### src/rtl/fetch_stage_pkg.sv
// Shared constants and types for the instruction-fetch stage.
package fetch_stage_pkg;

   localparam int ADDR_W  = 32;
   localparam int INSTR_W = 32;

   // Next-PC select encodings; 2'b11 is reserved and behaves as sequential.
   localparam logic [1:0] PC_SRC_SEQ = 2'b00;
   localparam logic [1:0] PC_SRC_BR  = 2'b01;
   localparam logic [1:0] PC_SRC_J   = 2'b10;

   localparam logic [INSTR_W-1:0] NOP_INSTR = 32'h0000_0000;

   // Contents of the IF/ID pipeline register.
   typedef struct packed {
      logic [INSTR_W-1:0] instr;
      logic [ADDR_W-1:0]  pcplus1;
      logic               valid;
   } if_id_t;

   localparam int IF_ID_W = $bits(if_id_t);

   localparam if_id_t IF_ID_BUBBLE = '{instr: NOP_INSTR, pcplus1: '0, valid: 1'b0};

endpackage

### src/rtl/fetch_stage_if_id_reg.sv
// IF/ID pipeline register: reset, then flush, then stall, then load.
module if_id_reg
   import fetch_stage_pkg::*;
(
   input  logic   clk,
   input  logic   rst,
   input  logic   flush,
   input  logic   stall,
   input  if_id_t d,
   output if_id_t q
);

   // Priority chain: a flush beats a stall so a squashed slot never lingers.
   always_ff @(posedge clk) begin
      // NOTE: state is written with <= so every register samples pre-edge values.
      if (rst)
         q <= IF_ID_BUBBLE;
      else if (flush)
         q <= IF_ID_BUBBLE;
      else if (!stall)
         q <= d;
   end

endmodule

### src/rtl/fetch_stage.sv
// Instruction-fetch stage: PC register, next-PC select, range check, IF/ID.
module fetch_stage
   import fetch_stage_pkg::*;
#(
   parameter logic [ADDR_W-1:0] RESET_PC   = 32'h0000_0000,
   parameter int                IMEM_DEPTH = 32
) (
   input  logic                clk,
   input  logic                rst,
   input  logic                stall_f,
   input  logic                stall_d,
   input  logic                flush_d,
   input  logic [1:0]          pc_src,
   input  logic [ADDR_W-1:0]   branch_target,
   input  logic [ADDR_W-1:0]   jump_target,
   output logic [ADDR_W-1:0]   IMA,
   input  logic [INSTR_W-1:0]  IMRD,
   output logic [INSTR_W-1:0]  instr_d,
   output logic [ADDR_W-1:0]   pcplus1_d,
   output logic                valid_d,
   output logic                fetch_fault
);

   localparam logic [ADDR_W-1:0] IMEM_LIMIT = ADDR_W'(IMEM_DEPTH);

   logic [ADDR_W-1:0] pc_q;
   logic [ADDR_W-1:0] pc_next;
   logic [ADDR_W-1:0] pc_plus1;
   logic              in_range;
   logic              if_id_load;
   if_id_t            if_id_d;
   if_id_t            if_id_q;

   // Sequential successor wraps naturally at 32 bits.
   assign pc_plus1 = pc_q + 32'd1;
   assign in_range = (pc_q < IMEM_LIMIT);
   assign IMA      = pc_q;

   // Next-PC select: a stall drops any redirect presented in the same cycle.
   always_comb begin
      // NOTE: default first so no path through the block leaves pc_next unassigned (no latch).
      pc_next = pc_plus1;
      if (stall_f)
         pc_next = pc_q;
      else if (pc_src == PC_SRC_BR)
         pc_next = branch_target;
      else if (pc_src == PC_SRC_J)
         pc_next = jump_target;
   end

   // PC register.
   always_ff @(posedge clk) begin
      if (rst)
         pc_q <= RESET_PC;
      else
         pc_q <= pc_next;
   end

   // Out-of-range fetches enter decode as an invalid NOP but keep PC+1.
   always_comb begin
      if_id_d.instr   = in_range ? IMRD : NOP_INSTR;
      if_id_d.pcplus1 = pc_plus1;
      if_id_d.valid   = in_range;
   end

   assign if_id_load = !flush_d && !stall_d;

   // Sticky fault flag, raised only when the bad fetch actually enters IF/ID.
   always_ff @(posedge clk) begin
      if (rst)
         fetch_fault <= 1'b0;
      else if (if_id_load && !in_range)
         fetch_fault <= 1'b1;
   end

   if_id_reg u_if_id_reg (
      .clk   (clk),
      .rst   (rst),
      .flush (flush_d),
      .stall (stall_d),
      .d     (if_id_d),
      .q     (if_id_q)
   );

   assign instr_d   = if_id_q.instr;
   assign pcplus1_d = if_id_q.pcplus1;
   assign valid_d   = if_id_q.valid;

endmodule

### config.mk
export PLATFORM = sky130hd
export DESIGN_NAME = fetch_stage
export DESIGN_NICKNAME = d
export VERILOG_FILES = /design/src/rtl/fetch_stage_pkg.sv /design/src/rtl/fetch_stage_if_id_reg.sv /design/src/rtl/fetch_stage.sv
export SDC_FILE = /design/constraint.sdc
export NUM_CORES = 1
export LEC_CHECK = 0
export CAP_MARGIN = 20
export CORE_MARGIN = 5
export CORE_UTILIZATION = 47
export CTS_CLUSTER_DIAMETER = 50
export DETAILED_ROUTE_END_ITERATION = 16
export GPL_TIMING_DRIVEN = 0
export PLACE_DENSITY = 0.92
export SLEW_MARGIN = 25
export SYNTH_ARGS = -nofsm -noshare
export SYNTH_HDL_FRONTEND = slang
export SYNTH_SLANG_ARGS = --single-unit
### constraint.sdc
create_clock -name clk -period 3.9 [get_ports clk]
set_clock_uncertainty 0.05 [all_clocks]
set_input_delay 0.39 -clock clk [delete_from_list [all_inputs] [get_ports clk]]
set_output_delay 0.39 -clock clk [all_outputs]
set_load 0.005 [all_outputs]
* Word-level counts from Yosys, hierarchy flattened *
Cells that the tools add are included.

storage, ports and cells
  bits in registers = 98
  input port bits = 103
  output and inout bits = 98
  word-level logic and storage cells = 18

cells by class
  add/sub/neg operators = 1
  $lt $le $gt $ge = 1
  equal/unequal tests = 2
  mux-type cells = 3
  reduce and logical (&&, ||, !) cells = 6

operators by type and width
  kind                                                         count
  2-to-1 mux 32 bit                                            3
  adder 32 x 1 -> 32 bit, second input constant                1
  less-than comparator 32 x 6 -> 1 bit, second input constant  1
  logical NOT 1 bit                                            3
  == test 2 x 1 -> 1 bit, second input constant                1
  == test 2 bit, second input constant                         1
  logical AND 1 bit                                            2
  OR reduction 2 bit                                           1

* Logic depth before layout (Yosys ltp) *
Gate-level depths: netlist of run 1.

  word-level depth = 3
  gate-level depth with buffers = 8
  gate-level depth less buffers = 6

* Modules after synthesis *
Synthesis of run 1 repeated with hierarchy kept, for this count alone.

unflattened totals
  cell total of the unflattened synthesis = 593
  area total of the unflattened synthesis = 5266.3 µm²

modules (own cells, without submodules)
  module       instances  cells an instance  area an instance (µm²)  seq. area each (µm²)
  fetch_stage  1          383                2927.8                  660.6
  if_id_reg    1          210                2338.5                  1301.2

* Least setup slack after synthesis of run 1 *
No wires, ideal clock.

  path type = register -> register
  start point = reg pc_q[0], in the netlist IMA[0]
  end point = reg pc_q[20], in the netlist IMA[20]
  setup time = 95 ps
  arrival time = 1857 ps
  data required time = 3755 ps
  slack = 1897 ps
  stages on the path, launching flop included = 9
  buffers on the path = 2
  period minus slack after synthesis = 2003 ps
  cell sequence = dfxtp_1 ha_1 and4_1 buf_4 nand2_1 buf_2 nor4_1 o21ai_0 a221oi_1

on the way
  longest elaborated chain between the ends = 3

ends and longest elaborated chain
  item                      RTL line           RTL
  start: declaration        fetch_stage.sv:26  logic [ADDR_W-1:0] pc_q;
  start signal: assignment  fetch_stage.sv:56  pc_q <= pc_next;
  adder 32 x 1 -> 32 bit    fetch_stage.sv:35  assign pc_plus1 = pc_q + 32'd1;
  2-to-1 mux 32 bit         fetch_stage.sv:47  else if (pc_src == PC_SRC_J)
  2-to-1 mux 32 bit         fetch_stage.sv:45  else if (pc_src == PC_SRC_BR)

Every way passes these cells.
A chain may end at the register's enable or synchronous reset.

* Final worst setup path of run 1 *
  start point = reg pc_q[0], in the netlist IMA[0]
  end point = reg u_if_id_reg.q[19] in the netlist's numbering

on the way
  longest elaborated chain between the ends = 1

ends and longest elaborated chain
  item                    RTL line                     RTL
  adder 32 x 1 -> 32 bit  fetch_stage.sv:35
  end signal: assignment  fetch_stage_if_id_reg.sv:17  q <= IF_ID_BUBBLE;
  end signal: assignment  fetch_stage_if_id_reg.sv:19  q <= IF_ID_BUBBLE;
  end signal: assignment  fetch_stage_if_id_reg.sv:21  q <= d;
  end: declaration        fetch_stage_if_id_reg.sv:10  output if_id_t q

Every way passes these cells.

==> results of run 1 <==
[cells in the mapped netlist, types with 2 or more instances]
| master | number |
|---|---|
| nand2_1 | 76 |
| buf_1 | 3 |
| o31a_1 | 4 |
| and2_1 | 2 |
| o31ai_1 | 4 |
| or2_2 | 5 |
| nor2_1 | 31 |
| nor4_2 | 2 |
| inv_1 | 18 |
| nand4_1 | 14 |
| a21oi_1 | 82 |
| o21bai_1 | 4 |
| a221oi_1 | 26 |
| nor4_1 | 19 |
| nor3_1 | 5 |
| a221o_1 | 3 |
| mux2i_1 | 4 |
| nor4_4 | 2 |
| o22ai_1 | 5 |
| a311oi_1 | 2 |
| a22oi_1 | 7 |
| a31oi_1 | 5 |
| o21ai_0 | 34 |
| a21boi_0 | 2 |
| nor2b_1 | 2 |
| nand3_1 | 49 |
| nand2b_1 | 2 |
| dfxtp_1 | 98 |
| buf_4 | 5 |
| a211oi_1 | 10 |
| buf_2 | 16 |
| o21a_1 | 2 |
| xor2_1 | 6 |
| xnor2_1 | 18 |
| clkbuf_1 | 37 |
| and4_1 | 5 |
| and3_1 | 3 |
[metrics by stage]
step / worst slack [ns] / hold slack [ns]
floorplan: 1.90 / 0.392
global placement: 1.09 / 0.388
detailed placement: 1.00 / 0.394
CTS: 0.974 / 0.416
global route: 1.10 / 0.437
finish: 1.19 / 0.416
[state kept, by name (all words and copies together), names as in the netlist]
signal         count
fetch_fault        1
IMA               32
u_if_id_reg.q     65
[cell usage in the layout (no fill, tap or decap), types with 4 or more instances in the layout]
master / netlist / layout
clkdlybuf4s50_1: 0 / 199
dfxtp_1: 98 / 98
a21oi_1: 82 / 82
nand2_1: 76 / 76
nand3_1: 49 / 49
clkbuf_1: 37 / 37
o21ai_0: 34 / 34
nor2_1: 31 / 31
a221oi_1: 26 / 26
xnor2_1: 18 / 18
inv_1: 18 / 18
nor4_1: 19 / 18
buf_2: 16 / 16
nand4_1: 14 / 14
a211oi_1: 10 / 10
clkbuf_8: 0 / 9
a22oi_1: 7 / 7
xor2_1: 6 / 6
and4_1: 5 / 5
or2_2: 5 / 5
buf_4: 5 / 5
nor3_1: 5 / 5
a31oi_1: 5 / 5
o22ai_1: 5 / 5
mux2i_1: 4 / 4
o31a_1: 4 / 4
o21bai_1: 4 / 4
o31ai_1: 4 / 4
[cells by family (layout without fill, tap and decap cells)]
group / after synthesis / count (layout) / synth area share, %
AND/OR/NAND/NOR: 224 / 224 / 23.4
AO/OA/AOI/OAI: 194 / 194 / 24.4
flip-flops: 98 / 98 / 39.9
buffers and inverters: 80 / 295 / 6.90
XOR/XNOR: 24 / 24 / 4.28
multiplexers: 4 / 4 / 0.814
adder cells (fa/ha/maj): 1 / 1 / 0.254
[worst reg2reg max path: cells and delay by family (launching register included)]
| family | cells | cell delay, ns |
|---|---|---|
| adder cells (fa/ha/maj) | 1 | 0.34 |
| AND/OR/NAND/NOR | 2 | 0.88 |
| AO/OA/AOI/OAI | 3 | 0.82 |
| flip-flops | 1 | 0.50 |
[report_power, final]
part / switching [W] / leakage, nW / internal [W]
Clock: 0.000388 / 0.0836 / 0.000236
Sequential: 0.0000466 / 0.798 / 0.00104
Combinational: 0.000227 / 1.54 / 0.000237
Total: 0.000662 / 2.42 / 0.00151
[worst max path at each step]
stage / from / to / slack [ns] / cells past startpoint
5_1_grt: IMA[0]$_SDFFE_PP0N_ / u_if_id_reg.q[19]$_SDFFE_PP0N_ / 1.10 / 6
3_3_place_gp: IMA[0]$_SDFFE_PP0N_ / u_if_id_reg.q[19]$_SDFFE_PP0N_ / 1.09 / 6
3_5_place_dp: IMA[0]$_SDFFE_PP0N_ / u_if_id_reg.q[19]$_SDFFE_PP0N_ / 1.00 / 6
2_1_floorplan: IMA[0]$_SDFFE_PP0N_ / IMA[20]$_SDFFE_PP0N_ / 1.90 / 8
4_1_cts: IMA[0]$_SDFFE_PP0N_ / u_if_id_reg.q[19]$_SDFFE_PP0N_ / 0.97 / 6
6_report: IMA[0]$_SDFFE_PP0N_ / u_if_id_reg.q[19]$_SDFFE_PP0N_ / 1.19 / 6
[cell type report]
class	instances	share of cell area, %
timing repair buffer	199	27.4
clock inverter	7	0.724
buffer	61	3.69
tap	136	2.34
multi-input combinational	447	36.1
sequential	98	27.0
inverter	19	0.982
clock buffer	9	1.71
[routing by layer]
metal	GRT usage, %	part of all wire, %
met1	36.7	40
met2	49.5	47
met5	0	0
met4	11.4	2.3
met3	6.90	10
==> results.json, run 1 <==
{
  "outcome": "completed",
  "area_growth_pct": 47.7,
  "grt_pass1_vias": 5780,
  "rsz0062_at_grt": "false",
  "clockRootBuffer": "clkbuf_8",
  "min_path_type": "flip-flop to flip-flop",
  "io_pins": 201,
  "synth_flop_cell": "dfxtp_1",
  "dieHeight_um": 112,
  "r2r_cells": 6,
  "vias_per_cell": 5.97,
  "grt_pass1_wl_um": 30100,
  "synth_cell_types": 50,
  "cts_inserted_buffers": 9,
  "ff_latch_area_mm2": 0.00196,
  "startpoint_type": "flip-flop",
  "diodes": 0,
  "timing.final.crit_share_pct": 69.6,
  "drc": 0,
  "cp.arrival_ns": 2.91,
  "cts.sinks": 98,
  "dieArea_mm2": 0.0126,
  "synth-edff-count": 0,
  "leakage_nw": 2.42,
  "syn_area_mm2": 0.00492,
  "p_per_area_mw_per_mm2": 299,
  "post_cts_buffers": 0,
  "reg2reg_from": "IMA[0]$_SDFFE_PP0N_",
  "syn_inst": 625,
  "hp-start": "u_if_id_reg.q[39]$_SDFFE_PP0N_",
  "path_buf_inv": 0,
  "path_cells": "ha_1, nand4_1, nor4_2, a31oi_1, o21ai_0, a21oi_1",
  "gp_congestion": 0.981,
  "tritoncts": "done",
  "clock.fmax_mhz": 368,
  "clk_pin_slew_ns": 0.10,
  "ctsHoldBuffers": 0,
  "relSlewSlack_pct": 47.2,
  "post-route-util_pct": 70.6,
  "die_x_um": 112,
  "hold_violations": 0,
  "path_max_fanout": 8,
  "max-cap-violations": 0,
  "ff2ff_setup_slack_ns": 1.19,
  "whs_path_depth": 2,
  "grt_overflow_total": 0,
  "nFillCells": 867,
  "synth_top_cells_by_area": "dfxtp_1 (40%), a21oi_1 (8.3%), nand2_1 (5.8%)",
  "end_kind": "flip-flop",
  "wirelength_um": 19300,
  "dpl.cell_count": 960,
  "drive_gt1_share_pct": 6.19,
  "setup_viol": 0,
  "yosys_warnings": 0,
  "required_ns": 4.10,
  "grt_use_total_pct": 29.5,
  "num_vias": 5828,
  "crit_path_top_delay_cell": "nor4_2",
  "fin_nets": 939,
  "insertion_delay_ns": 0.38,
  "drtAntennaViolNets": 0,
  "worst_pin_slew_ns": 0.793,
  "critPathKind": "flip-flop to flip-flop",
  "synthDominantCellAreaShare_pct": 39.9,
  "cts_resized": 0,
  "synth_nets": 729,
  "avgRoutedWirePerCell_um": 19.7,
  "drtPass1Iterations": 5,
  "synthArstFlopShare_pct": 0,
  "h-tree-depth": 3,
  "clockBufferDepth": 2,
  "port_buffers": 199,
  "ys_seq_area_share_pct": 39.9,
  "r2r-end": "u_if_id_reg.q[19]$_SDFFE_PP0N_",
  "holdPathEnd": "u_if_id_reg.q[39]$_SDFFE_PP0N_",
  "tns_ns": 0,
  "crit_family": "simple AND/OR/NAND/NOR gates",
  "period_needed_ns": 2.71,
  "design_area_mm2": 0.00726,
  "cp_slowest_stage_delay_ns": 0.68,
  "multi_input_area_mm2": 0.00262,
  "antenna_found_initial": 0,
  "syn_avg_cell_area_um2": 7.87,
  "instances_no_fill": 976,
  "total_power_w": 0.00217,
  "start_util_pct": 47.8,
  "yosys.area.top_type": "dfxtp_1",
  "num_rows": 37,
  "dpl.hpwl_um": 14800,
  "vdd_drop_max_v": 0.000168,
  "core_area_mm2": 0.0103,
  "place_area_mm2": 0.00708,
  "drt_iter0_markers": 688,
  "drv_slew": 0,
  "ys_ff_latch": 98,
  "grt_start_max_net_pins": 18
}
(Power assumes the default switching activity.)
==> inputs of run 2 (changes only) <==
Settings changed: CORE_UTILIZATION 47 to 44, PLACE_DENSITY 0.92 to 0.88.
Clock period 3.9 ns to 2.81 ns, I/O delays scaled along.
==> results.json, run 2 (synthesis results as in run 1) <==
{
  "outcome": "completed",
  "hold_violations": 0,
  "cts_resized": 0,
  "period_needed_ns": 2.59,
  "leakage_nw": 2.43,
  "tritoncts": "done",
  "dieHeight_um": 116,
  "post-route-util_pct": 66.9,
  "dpl.hpwl_um": 14000,
  "holdWs_ns": 0.416,
  "tns_ns": 0,
  "vias_per_cell": 5.86,
  "cts.sinks": 98,
  "drtPass1Iterations": 5,
  "path_cells": "ha_1, nand4_1, nor4_2, a21oi_1, o21ai_0, a21oi_1",
  "layout_common_cells": "clkdlybuf4s50_1 (199), dfxtp_1 (98), a21oi_1 (82), nand2_1 (76), nand3_1 (49)",
  "path_max_fanout": 8,
  "drc": 0,
  "grt_pass1_vias": 5275,
  "timing.final.crit_share_pct": 92.1,
  "ctsHoldBuffers": 0,
  "gp_congestion": 0.927,
  "area_growth_pct": 48.1,
  "clockBufferDepth": 2,
  "fin_nets": 939,
  "die_x_um": 116,
  "crit_start": "IMA[0]$_SDFFE_PP0N_",
  "hp-start": "u_if_id_reg.q[44]$_SDFFE_PP0N_",
  "insertion_delay_ns": 0.37,
  "largest_reg_flops": 65,
  "dieArea_mm2": 0.0134,
  "port_buffers": 199,
  "cts_inserted_buffers": 9,
  "grt_use_total_pct": 26.4,
  "nFillCells": 947,
  "drt_iter0_markers": 749,
  "crit_path_top_delay_cell": "nor4_2",
  "top_register": "u_if_id_reg.q",
  "cp_common_cell": "a21oi_1",
  "vdd_drop_max_v": 0.000233,
  "reg2reg_from": "IMA[0]$_SDFFE_PP0N_",
  "p_per_area_mw_per_mm2": 420,
  "relSlewSlack_pct": 53.7,
  "clk_pin_slew_ns": 0.11,
  "wirelength_um": 18400,
  "core_area_mm2": 0.0109,
  "cp_slowest_stage_delay_ns": 0.65,
  "worst_pin_slew_ns": 0.695,
  "whs_path_depth": 2,
  "mostFrequentLayoutCell": "clkdlybuf4s50_1",
  "clock.fmax_mhz": 386,
  "required_ns": 3.00,
  "grt_overflow_total": 0,
  "critPathKind": "flip-flop to flip-flop",
  "holdPathEnd": "u_if_id_reg.q[44]$_SDFFE_PP0N_",
  "drtAntennaViolNets": 0,
  "drive_gt1_share_pct": 6.19,
  "antenna_found_initial": 0,
  "io_pins": 201,
  "avgRoutedWirePerCell_um": 18.8,
  "ff2ff_setup_slack_ns": 0.22,
  "cp.arrival_ns": 2.78,
  "start_util_pct": 45.2,
  "rsz0062_at_grt": "false",
  "r2r-end": "u_if_id_reg.q[21]$_SDFFE_PP0N_",
  "grt_pass1_wl_um": 27800,
  "num_vias": 5746,
  "end_kind": "flip-flop",
  "post_cts_buffers": 0,
  "num_rows": 38,
  "min_path_type": "flip-flop to flip-flop",
  "clockRootBuffer": "clkbuf_8",
  "h-tree-depth": 3,
  "setup_viol": 0,
  "r2r_cells": 6,
  "startpoint_type": "flip-flop",
  "grt_start_max_net_pins": 19,
  "diodes": 0,
  "drv_slew": 0,
  "max-cap-violations": 0
}
## run 2: power by group
group	internal, W	switching (W)
Clock	0.000366	0.000553
Sequential	0.00144	0.0000626
Combinational	0.000329	0.000307
Total	0.00213	0.000922
## run 2: worst max path at each step
| stage | endpoint | slack [ns] | cells after the start |
|---|---|---|---|
| CTS | u_if_id_reg.q[19]$_SDFFE_PP0N_ | 0.01 | 6 |
| global placement | u_if_id_reg.q[21]$_SDFFE_PP0N_ | 0.05 | 6 |
| global route | u_if_id_reg.q[19]$_SDFFE_PP0N_ | 0.09 | 6 |
| finish | u_if_id_reg.q[21]$_SDFFE_PP0N_ | 0.22 | 6 |
| detailed placement | u_if_id_reg.q[19]$_SDFFE_PP0N_ | 0.02 | 6 |
| floorplan | IMA[20]$_SDFFE_PP0N_ | 0.81 | 8 |
## run 2: area by class of cell
| cell class | count | area, um2 | share of cell area [%] |
|---|---|---|---|
| plain buffers | 61 | 268 | 3.68 |
| clock buffers | 10 | 138 | 1.89 |
| clock inverters | 6 | 55.1 | 0.756 |
| inverters | 19 | 71.3 | 0.979 |
| multi-input cells | 447 | 2620 | 36.0 |
| flip-flops and latches | 98 | 1960 | 26.9 |
| well taps | 140 | 175 | 2.41 |
| repair buffers | 199 | 1990 | 27.4 |
## run 2: routing by layer
metal | GRT usage (%) | vias up | wire (um)
met5 | 0 | - | 0
met4 | 8.43 | 0 | 454
met3 | 7.57 | 36 | 2010
met2 | 43.9 | 310 | 8480
met1 | 33.3 | 2708 | 7460
li1 | - | 2692 | -
## run 2: per-stage QoR
stage / setup WS (ns) / power (W) / area (um2) / std cells
after floorplan: 0.807 / 0.00180 / 4920 / 625
after global placement: 0.0527 / 0.00215 / 7080 / 964
after detailed placement: 0.0179 / 0.00216 / 7080 / 964
after CTS: 0.0114 / 0.00306 / 7280 / 980
after global routing: 0.0908 / 0.00318 / 7280 / 980
final: 0.221 / 0.00306 / 7280 / 980
## run 2: critical path: cells and delay by family, from the launching register on
kind,cells,cell delay [ns]
compound gates,3,0.76
fa+ha+maj,1,0.32
flops,1,0.49
simple gates,2,0.84
==> inputs of run 3 (changes only) <==
Settings changed: ABC_AREA set to 0, SETUP_SLACK_MARGIN set to 0.05.
==> results.json, run 3 (synthesis results as in run 1) <==
{
  "outcome": "completed",
  "dpl.cell_count": 964,
  "num_rows": 38,
  "dpl.hpwl_um": 14000,
  "path_max_fanout": 8,
  "top_register": "u_if_id_reg.q",
  "r2r-end": "u_if_id_reg.q[19]$_SDFFE_PP0N_",
  "crit_family": "simple AND/OR/NAND/NOR gates",
  "power_frac_clock_pct": 30.1,
  "vias_per_cell": 5.81,
  "vdd_drop_max_v": 0.000233,
  "path_buf_inv": 0,
  "insertion_delay_ns": 0.37,
  "swShare_pct": 30.3,
  "core_area_mm2": 0.0109,
  "timing.final.crit_share_pct": 92.9,
  "rsz0062_at_grt": "false",
  "p_sw_w": 0.000927,
  "drtAntennaViolNets": 0,
  "start_util_pct": 45.2,
  "tritoncts": "done",
  "holdWs_ns": 0.416,
  "antenna_found_initial": 0,
  "crit_path_top_delay_cell": "nor4_2",
  "avgRoutedWirePerCell_um": 18.8,
  "end_kind": "flip-flop",
  "worst_pin_slew_ns": 0.720,
  "fin_nets": 939,
  "clockRootBuffer": "clkbuf_8",
  "hold_violations": 0,
  "post_cts_buffers": 0,
  "drt_iter0_markers": 666,
  "holdPathEnd": "u_if_id_reg.q[44]$_SDFFE_PP0N_",
  "min_path_type": "flip-flop to flip-flop",
  "cts.sinks": 98,
  "p_seq_share_pct": 49.1,
  "reg2reg_from": "IMA[0]$_SDFFE_PP0N_",
  "instances_no_fill": 980,
  "drc": 0,
  "startpoint_type": "flip-flop",
  "tns_ns": 0,
  "setup_viol": 0,
  "grt_use_total_pct": 26.5,
  "cp_slowest_stage_delay_ns": 0.67,
  "gp_congestion": 0.927,
  "hp-start": "u_if_id_reg.q[44]$_SDFFE_PP0N_",
  "dp_slack_ns": 0.0179,
  "mostFrequentLayoutCell": "clkdlybuf4s50_1",
  "whs_path_depth": 2,
  "area_growth_pct": 48.1,
  "p_int_w": 0.00213,
  "cp.arrival_ns": 2.81,
  "post-route-util_pct": 66.9,
  "p_comb_share_pct": 20.8,
  "diodes": 0,
  "path_cells": "ha_1, nand4_1, nor4_2, a31oi_1, o21ai_0, a21oi_1",
  "h-tree-depth": 3,
  "die_x_um": 116,
  "grt_pass1_wl_um": 27800,
  "drtPass1Iterations": 6,
  "max-cap-violations": 0,
  "num_vias": 5692,
  "period_needed_ns": 2.61,
  "p_per_area_mw_per_mm2": 420,
  "clk_pin_slew_ns": 0.11,
  "required_ns": 3.01,
  "cts_inserted_buffers": 9,
  "io_pins": 201,
  "wirelength_um": 18400,
  "layout_common_cells": "clkdlybuf4s50_1 (199), dfxtp_1 (98), a21oi_1 (82), nand2_1 (76), nand3_1 (49)",
  "relSlewSlack_pct": 52.0,
  "drv_slew": 0,
  "critPathKind": "flip-flop to flip-flop",
  "leakage_nw": 2.43,
  "port_buffers": 199,
  "drive_gt1_share_pct": 6.19,
  "grt_start_max_net_pins": 19,
  "grt_pass1_vias": 5273,
  "dieHeight_um": 116,
  "clockBufferDepth": 2,
  "r2r_cells": 6,
  "ff2ff_setup_slack_ns": 0.20,
  "clock.fmax_mhz": 383,
  "fin_ws_ns": 0.200,
  "largest_reg_flops": 65,
  "grt_overflow_total": 0,
  "dieArea_mm2": 0.0134
}
## run 3: worst reg2reg max path, cell delays in order (launching register included)
cell and delay (ns):
dfxtp_1 0.49, ha_1 0.32, nand4_1 0.19, nor4_2 0.67, a31oi_1 0.20, o21ai_0 0.43
a21oi_1 0.14
## run 3: layer usage
layer  vias up  track usage (%)  part of all wire, %
met5         -                0                    0
met4         0             8.43                  2.7
met3        39             7.57                   12
met2       331             43.9                   46
met1      2628             33.3                   40
li1       2694                -                    -
## run 3: layout make-up
class | instances | area (um2)
Fill cell | 947 | 3610
Tap cell | 140 | 175
Clock buffer | 10 | 138
Inverter | 19 | 71.3
Timing Repair Buffer | 199 | 1990
Buffer | 61 | 268
Clock inverter | 6 | 55.1
Sequential cell | 98 | 1960
Multi-Input combinational cell | 447 | 2620
## run 3: through the flow
step           power (W)  area, um2
5_1_grt          0.00318       7280
2_1_floorplan    0.00180       4920
6_report         0.00306       7280
4_1_cts          0.00306       7280
3_5_place_dp     0.00216       7080
3_3_place_gp     0.00215       7080
## run 3: worst max path at each step
stage,cells after the start,slack [ns],endpoint,from
3_5_place_dp,6,0.02,u_if_id_reg.q[19]$_SDFFE_PP0N_,IMA[0]$_SDFFE_PP0N_
5_1_grt,6,0.09,u_if_id_reg.q[19]$_SDFFE_PP0N_,IMA[0]$_SDFFE_PP0N_
3_3_place_gp,6,0.05,u_if_id_reg.q[21]$_SDFFE_PP0N_,IMA[0]$_SDFFE_PP0N_
4_1_cts,6,0.29,u_if_id_reg.q[19]$_SDFFE_PP0N_,IMA[0]$_SDFFE_PP0N_
6_report,6,0.20,u_if_id_reg.q[19]$_SDFFE_PP0N_,IMA[0]$_SDFFE_PP0N_
2_1_floorplan,8,0.81,IMA[20]$_SDFFE_PP0N_,IMA[0]$_SDFFE_PP0N_
## run 3: power groups by stage
stage | Sequential, W | Combinational, W | Clock [W]
floorplan | 0.00152 | 0.000274 | 0
global placement | 0.00153 | 0.000624 | 0
detailed placement | 0.00153 | 0.000627 | 0
CTS | 0.00150 | 0.000631 | 0.000929
global route | 0.00151 | 0.000686 | 0.000987
finish | 0.00150 | 0.000637 | 0.000923
## run 3: repair_timing
item | in CTS | in global routing
endpoints found under the setup margin | 2 | 0
hold buffers | 0 | 0
resized for setup | 1 | 0
